## config.mk

```make
export PLATFORM = sky130hd
export DESIGN_NAME = instruction_fetch
export DESIGN_NICKNAME = d
export VERILOG_FILES = /design/src/rtl/instruction_fetch.sv
export SDC_FILE = /design/constraint.sdc
export NUM_CORES = 1
export LEC_CHECK = 0
export ABC_AREA = 1
export CAP_MARGIN = 0
export CORE_ASPECT_RATIO = 0.8
export CORE_MARGIN = 3
export CORE_UTILIZATION = 39
export CTS_BUF_LIST = sky130_fd_sc_hd__clkbuf_16
export CTS_CLUSTER_SIZE = 10
export DETAILED_ROUTE_END_ITERATION = 12
export SYNTH_ARGS = -nofsm -noshare
export SYNTH_HDL_FRONTEND = slang
export SYNTH_SLANG_ARGS = --single-unit
```

## constraint.sdc

```tcl
create_clock -name clk -period 7.7 [get_ports clk]
set_clock_uncertainty 0.1 [all_clocks]
set_input_delay 0.77 -clock clk [delete_from_list [all_inputs] [get_ports clk]]
set_output_delay 0.77 -clock clk [all_outputs]
set_load 0.1 [all_outputs]
```

## src/rtl/instruction_fetch.sv

```systemverilog
// -----------------------------------------------------------------------------
// instruction_fetch
//
// Purpose:
//   Fetch stage front end. It issues sequential word reads to an instruction
//   memory with a one-cycle read latency. Returned words are buffered in a
//   2-entry FIFO of {pc, word}, and the FIFO head is presented to the control
//   decoder. A redirect flushes everything and reloads the PC.
//
// Parameters:
//   RESET_PC   - first fetch address after reset
//   NOP_WORD   - word presented while no valid instruction is held
//
// Ports:
//   clk                 in   sole clock, rising edge
//   rst_n               in   synchronous active-low reset
//   imem_req            out  instruction memory read strobe
//   imem_addr   [31:0]  out  byte address of the read (word aligned)
//   imem_rdata  [31:0]  in   read data, valid the cycle after imem_req
//   stall               in   decoder not accepting this cycle
//   redirect_en         in   flush pipeline and load redirect_pc
//   redirect_pc [31:0]  in   new fetch address (bits [1:0] ignored)
//   instruction_memory  out  instruction word presented to the decoder
//   instr_valid         out  instruction_memory holds a real fetched word
//   instr_pc    [31:0]  out  address of the presented word (0 when invalid)
// -----------------------------------------------------------------------------
module instruction_fetch #(
  parameter logic [31:0] RESET_PC = 32'h0000_0000,
  parameter logic [31:0] NOP_WORD = 32'h0400_001F
) (
  input  logic        clk,
  input  logic        rst_n,
  output logic        imem_req,
  output logic [31:0] imem_addr,
  input  logic [31:0] imem_rdata,
  input  logic        stall,
  input  logic        redirect_en,
  input  logic [31:0] redirect_pc,
  output logic [31:0] instruction_memory,
  output logic        instr_valid,
  output logic [31:0] instr_pc
);

  localparam logic [31:0] ALIGN_MASK = 32'hFFFF_FFFC;
  localparam logic [31:0] RESET_PC_ALIGNED = RESET_PC & ALIGN_MASK;

  logic [31:0] pc_reg;
  logic [31:0] inflight_pc_reg;
  logic        inflight_reg;
  logic [1:0]  count_reg;
  logic [1:0]  count_next;

  logic [31:0] fifo_pc_reg   [2];
  logic [31:0] fifo_word_reg [2];
  logic [31:0] fifo_pc_next  [2];
  logic [31:0] fifo_word_next[2];

  logic        pop;
  logic        capture;
  logic [1:0]  occupancy;
  logic [1:0]  wr_slot;

  // Gating with rst_n keeps the outputs quiet during the reset cycle itself,
  // not only after the reset edge has cleared the state.
  assign instr_valid = rst_n & (count_reg != 2'd0);
  assign pop         = instr_valid & ~stall & ~redirect_en;

  // Words owed to the FIFO once this cycle's pop is taken into account.
  // count + inflight never exceeds 2, so two bits cannot overflow.
  assign occupancy = count_reg + {1'b0, inflight_reg} - {1'b0, pop};

  assign imem_req  = rst_n & ~redirect_en & (occupancy <= 2'd1);
  assign imem_addr = pc_reg;

  // A response arriving in a redirect cycle belongs to the old stream.
  assign capture = inflight_reg & ~redirect_en;

  assign wr_slot    = count_reg - {1'b0, pop};
  assign count_next = count_reg + {1'b0, capture} - {1'b0, pop};

  // Per-entry next state: a capture lands in the first free slot after the
  // pop; otherwise a pop shifts entry 1 down to the head.
  generate
    for (genvar gi = 0; gi < 2; gi++) begin : g_fifo_entry
      always_comb begin
        fifo_pc_next[gi]   = fifo_pc_reg[gi];
        fifo_word_next[gi] = fifo_word_reg[gi];
        if (capture && (wr_slot == 2'(gi))) begin
          fifo_pc_next[gi]   = inflight_pc_reg;
          fifo_word_next[gi] = imem_rdata;
        end else if (pop && (gi == 0)) begin
          fifo_pc_next[gi]   = fifo_pc_reg[1];
          fifo_word_next[gi] = fifo_word_reg[1];
        end
      end

      // Payload needs no reset: it is only visible while count covers it.
      always_ff @(posedge clk) begin
        fifo_pc_reg[gi]   <= fifo_pc_next[gi];
        fifo_word_reg[gi] <= fifo_word_next[gi];
      end
    end
  endgenerate

  always_ff @(posedge clk) begin
    if (!rst_n) begin
      pc_reg          <= RESET_PC_ALIGNED;
      inflight_pc_reg <= 32'h0;
      inflight_reg    <= 1'b0;
      count_reg       <= 2'd0;
    end else if (redirect_en) begin
      pc_reg       <= redirect_pc & ALIGN_MASK;
      inflight_reg <= 1'b0;
      count_reg    <= 2'd0;
    end else begin
      if (imem_req) begin
        pc_reg          <= pc_reg + 32'd4;   // wraps naturally at 2^32
        inflight_pc_reg <= pc_reg;
      end
      inflight_reg <= imem_req;
      count_reg    <= count_next;
    end
  end

  assign instruction_memory = instr_valid ? fifo_word_reg[0] : NOP_WORD;
  assign instr_pc           = instr_valid ? fifo_pc_reg[0]   : 32'h0;

endmodule

```

-- Word level (Yosys, flattened, before mapping)
Memories as Yosys holds them, arrays and structs flattened.
Cells that the tools add are included.
- bitwise operators: 9
- order comparisons: 1
- add/sub/neg operators: 6
- eq/ne operators: 1
- reduce and logical (&&, ||, !) cells: 7
- multiplexer cells: 10
- operators by type and width (kind ; count):
    32-bit 2-to-1 mux ; 10
    32-bit by 3-bit adder with 32-bit output, second input constant ; 1
    1-bit bitwise AND ; 6
    2-bit by 1-bit subtractor with 2-bit output ; 3
    2-bit by 1-bit adder with 2-bit output ; 2
    2-bit nonzero test ; 2
    1-bit inverter ; 3
    2-bit by 1-bit equality test with 1-bit output, second input constant ; 1
    2-bit by 1-bit less-or-equal comparator with 1-bit output, second input constant ; 1
    1-bit logical AND ; 2
    2-bit zero test ; 1
    2-bit AND reduction ; 1
    2-bit OR reduction ; 1
- RAM bits: 128
- memories kept: 2
- flip-flop bits (word level): 67
- memories (name ; words ; width ; read ports ; clocked after Yosys merged registers in ; write ports ; line ; text):
    fifo_pc_reg ; 2 ; 32 ; 2 ; 0 ; 2 ; 53 ; logic [31:0] fifo_pc_reg [2];
    fifo_word_reg ; 2 ; 32 ; 2 ; 0 ; 2 ; 54 ; logic [31:0] fifo_word_reg [2];

-- Longest topological paths before layout
- depth in word-level cells: 9
- mapped depth: 17
- gate-level depth less buffers: 15

-- Least setup slack after synthesis
Ideal clock, no wire load.
- path type: input to register
- start: input port rst_n
- end: memory fifo_pc_reg[0][10] (enable)
- data required time: 7025 ps
- arrival time: 7597 ps
- setup time: 575 ps
- stages on the path: 6
- setup slack: -572 ps
- path buffers: 2
- cells stage by stage: buf_2 -> inv_2 -> a21oi_1 -> inv_2 -> buf_2 -> o31ai_1
- RTL lines (item ; line ; text):
    from (decl) ; 32 ; input logic rst_n,
    to (decl) ; 53 ;

-- Worst setup path after layout
- start: input port rst_n
- end: output port instruction_memory[0]
- cells in the longest elaborated chain, start to end: 2
- ends and longest elaborated chain (item ; line ; text):
    1-bit bitwise AND ; 65 ; assign instr_valid = rst_n & (count_reg != 2'd0);
    32-bit 2-to-1 mux ; 125 ; assign instruction_memory = instr_valid ? fifo_word_reg[0] : NOP_WORD;
    to (decl) ; 39 ; output logic [31:0] instruction_memory,
No other way between the ends.

==> results_dict.tcl <==
set metrics [dict create \
    initial_utilization 0.403 \
    maxSlewViolCount 0 \
    synth.area.top_cells "edfxtp_1 44%, dfxtp_1 15%, nand2_1 7.1%" \
    max_freq_mhz 196 \
    cts_tree "built" \
    critical_path.slowest_cell "clkdlybuf4s50_1" \
    fin_hold_ws_ns 0.330 \
    synth_seq_area_share 0.591 \
    worstMarginPinSlew_ns 1.07 \
    wl_um 19000 \
    wire_per_inst_um 14.7 \
    synth_adder_area_share 0.00593 \
    clock_latency_ns 0.42 \
    syn-instance-count 869 \
    dr_total_vias 6123 \
    hold_violations 0 \
    final_core_util 0.515 \
    globalplace.congestion 0.840 \
    power_density_mw_per_mm2 203 \
    critPathMaxStageDelay_ns 1.12 \
    ctsHoldBuffers 0 \
    p_clk_frac 0.365 \
    root_buffer "clkbuf_16" \
    drive_above_1_share 0.116 \
    cts_sinks 187 \
    dieArea_mm2 0.0234 \
    post_cts_buffers 0 \
    cp_max_fo 36 \
    rows 47 \
    hpwl_um 12800 \
    grt_antenna_before_repair 0 \
    yosysTopAreaCellShare 0.442 \
    min_period_ns 5.11 \
    hold_path_class "reg -> reg" \
    startpoint_type "input pin" \
    tns_ns 0 \
    setup.worst_path.class "in -> out" \
    status "complete, no violations" \
    n_antenna_cell 0 \
    drtIter0Drc 492 \
    synth-simple-area-share 0.181 \
    drc 0 \
    ios 166 \
    path_cells "clkdlybuf4s50_1 > buf_4 > inv_2 > a21oi_1 > inv_2 > buf_4 > or2_2 > clkdlybuf4s50_1" \
    ys_warn_count 0 \
    postLayoutCellArea_mm2 0.0108 \
    rsz0062_at_grt "false" \
    clockBufferDepth 2 \
    fin_crit_sh 0.664 \
    intPower_mw 1.61 \
    power.share.combinational 0.123 \
    sw_frac_of_total 0.265 \
    grt_overflow_total 0 \
    irDropWorstVdd_mv 0.107 \
    area_growth_pct 27.8 \
    die_width_um 170 \
    cts_made_buffers 17 \
    fin_cells 1299 \
    io_buffers 159 \
    cpLargestDelayFamily "buffers and inverters" \
    core_area_mm2 0.0209 \
    cts_resized 0 \
    seq_power_share 0.512 \
    cp-end-kind "output port" \
    final_common_cell "nand2_1" \
    cp.buffers_inverters 6 \
    viasPerCell 4.71 \
    synth_compound_area_frac 0.0475 \
    yosys.area.top_type "edfxtp_1" \
    ys_types 32 \
    worst_ep_required_time_ns 6.83 \
    power_leakage_nw 4.19 \
    synth_top_family_by_area "simple AND/OR/NAND/NOR gates" \
    grt_pass1_vias 5788 \
    setup-violations-final 0 \
    gr-usage-all-layers 0.167 \
    ys_ff_latch 187 \
    cts.clk_slew.worst_paths_ns 0.07 \
    fill_cells 1899 \
    ant_nets 0 \
    firstDrtPassIters 4 \
    die_h_um 138 \
    critPathArrivalTime_ns 4.24 \
    power_switching_mw 0.582 \
    post_dp_cell_area_mm2 0.0102 \
    largest_reg_flops 64 \
    h-tree-depth 4 \
    synthMuxAreaShare 0.0801 \
    layout_common_cells "160 x nand2_1, 158 x clkdlybuf4s50_1, 127 x inv_1" \
    post_synth_xor_area_fraction 0.0104 \
    syn_avg_cell_area_um2 9.70 \
    dp.cells 1267 \
    max_cap_violations 0 \
    grt_first_pass_wirelength_um 30500 \
    syn_area_mm2 0.00843 \
    grt_max_degree 86 \
    slew_headroom 0.281 \
    nets 1089 \
]
==> cell type report <==
| type | instances | area [µm²] | share of cell area |
|---|---|---|---|
| well taps | 269 | 337 | 0.0312 |
| clock buffers | 18 | 450 | 0.0418 |
| flip-flops and latches | 187 | 4980 | 0.463 |
| repair buffers | 166 | 1650 | 0.154 |
| multi-input cells | 517 | 2790 | 0.259 |
| inverters | 128 | 482 | 0.0447 |
| clock inverters | 14 | 81.3 | 0.00755 |
==> power by group through the flow <==
stage          clock, mW  sequential [mW]  combinational, mW
2_1_floorplan          0             1.21              0.120
3_3_place_gp           0             1.14              0.269
3_5_place_dp           0             1.14              0.271
4_1_cts            0.822             1.12              0.272
5_1_grt            0.860             1.13              0.291
6_report           0.799             1.12              0.271
==> synthesized netlist by cell type, drive strengths merged <==
master / instances
nand2: 162
inv: 127
edfxtp: 124
nor2: 111
nand3: 78
dfxtp: 63
mux2: 57
o21ai: 43
a21oi: 34
buf: 25
clkbuf: 15
or2: 7
xnor2: 5
xor2: 5
ha: 4
and2: 2
nor3: 2
a21boi: 1
clkinv: 1
conb: 1
nand3b: 1
o31ai: 1
==> cells by family after synthesis <==
family | after synthesis
simple gates | 363
flops | 187
buf+inv | 168
compound gates | 79
mux | 57
xor+xnor | 10
fa+ha+maj | 4
other cells | 1
==> path summary, 6_finish.rpt <==
| path | startpoint | endpoint | slack (ns) | cells after the start |
|---|---|---|---|---|
| worst max register to register | count_reg[1] | imem_addr[8] | 4.04 | 16 |
| worst min register to register | inflight_pc_reg[6] | fifo_pc_reg[0][38] | 0.33 | 0 |
| worst min-delay path | inflight_pc_reg[6] | fifo_pc_reg[0][38] | 0.33 | 0 |
| worst max-delay path | rst_n | instruction_memory[0] | 2.59 | 8 |
==> per-stage QoR <==
step	setup WS, ns	total power, mW
6_report	2.59	2.19
5_1_grt	2.33	2.28
4_1_cts	2.52	2.22
3_5_place_dp	2.53	1.41
3_3_place_gp	2.52	1.41
2_1_floorplan	0.837	1.33
==> metal layers <==
layer / up-vias / wire length (µm) / GRT usage
met5: - / 0 / 0
met4: 0 / 127 / 0.0360
met3: 10 / 1330 / 0.0522
met2: 174 / 7650 / 0.234
met1: 2814 / 9930 / 0.253
li1: 3125 / - / -
==> worst register-to-register path, stage by stage (launching register included) <==
cell,delay [ns]
dfxtp_1,0.39
inv_1,0.09
a21oi_1,0.22
inv_2,0.27
nor3_1,0.33
ha_1,0.26
inv_1,0.07
nand2_1,0.12
nand3_1,0.17
nand3_2,0.12
buf_4,0.62
nand2_1,0.37
inv_2,0.23
nand2_1,0.07
nand3_1,0.07
nand2_1,0.05
inv_1,0.06
No activity file was read; power rests on OpenSTA's default activity.
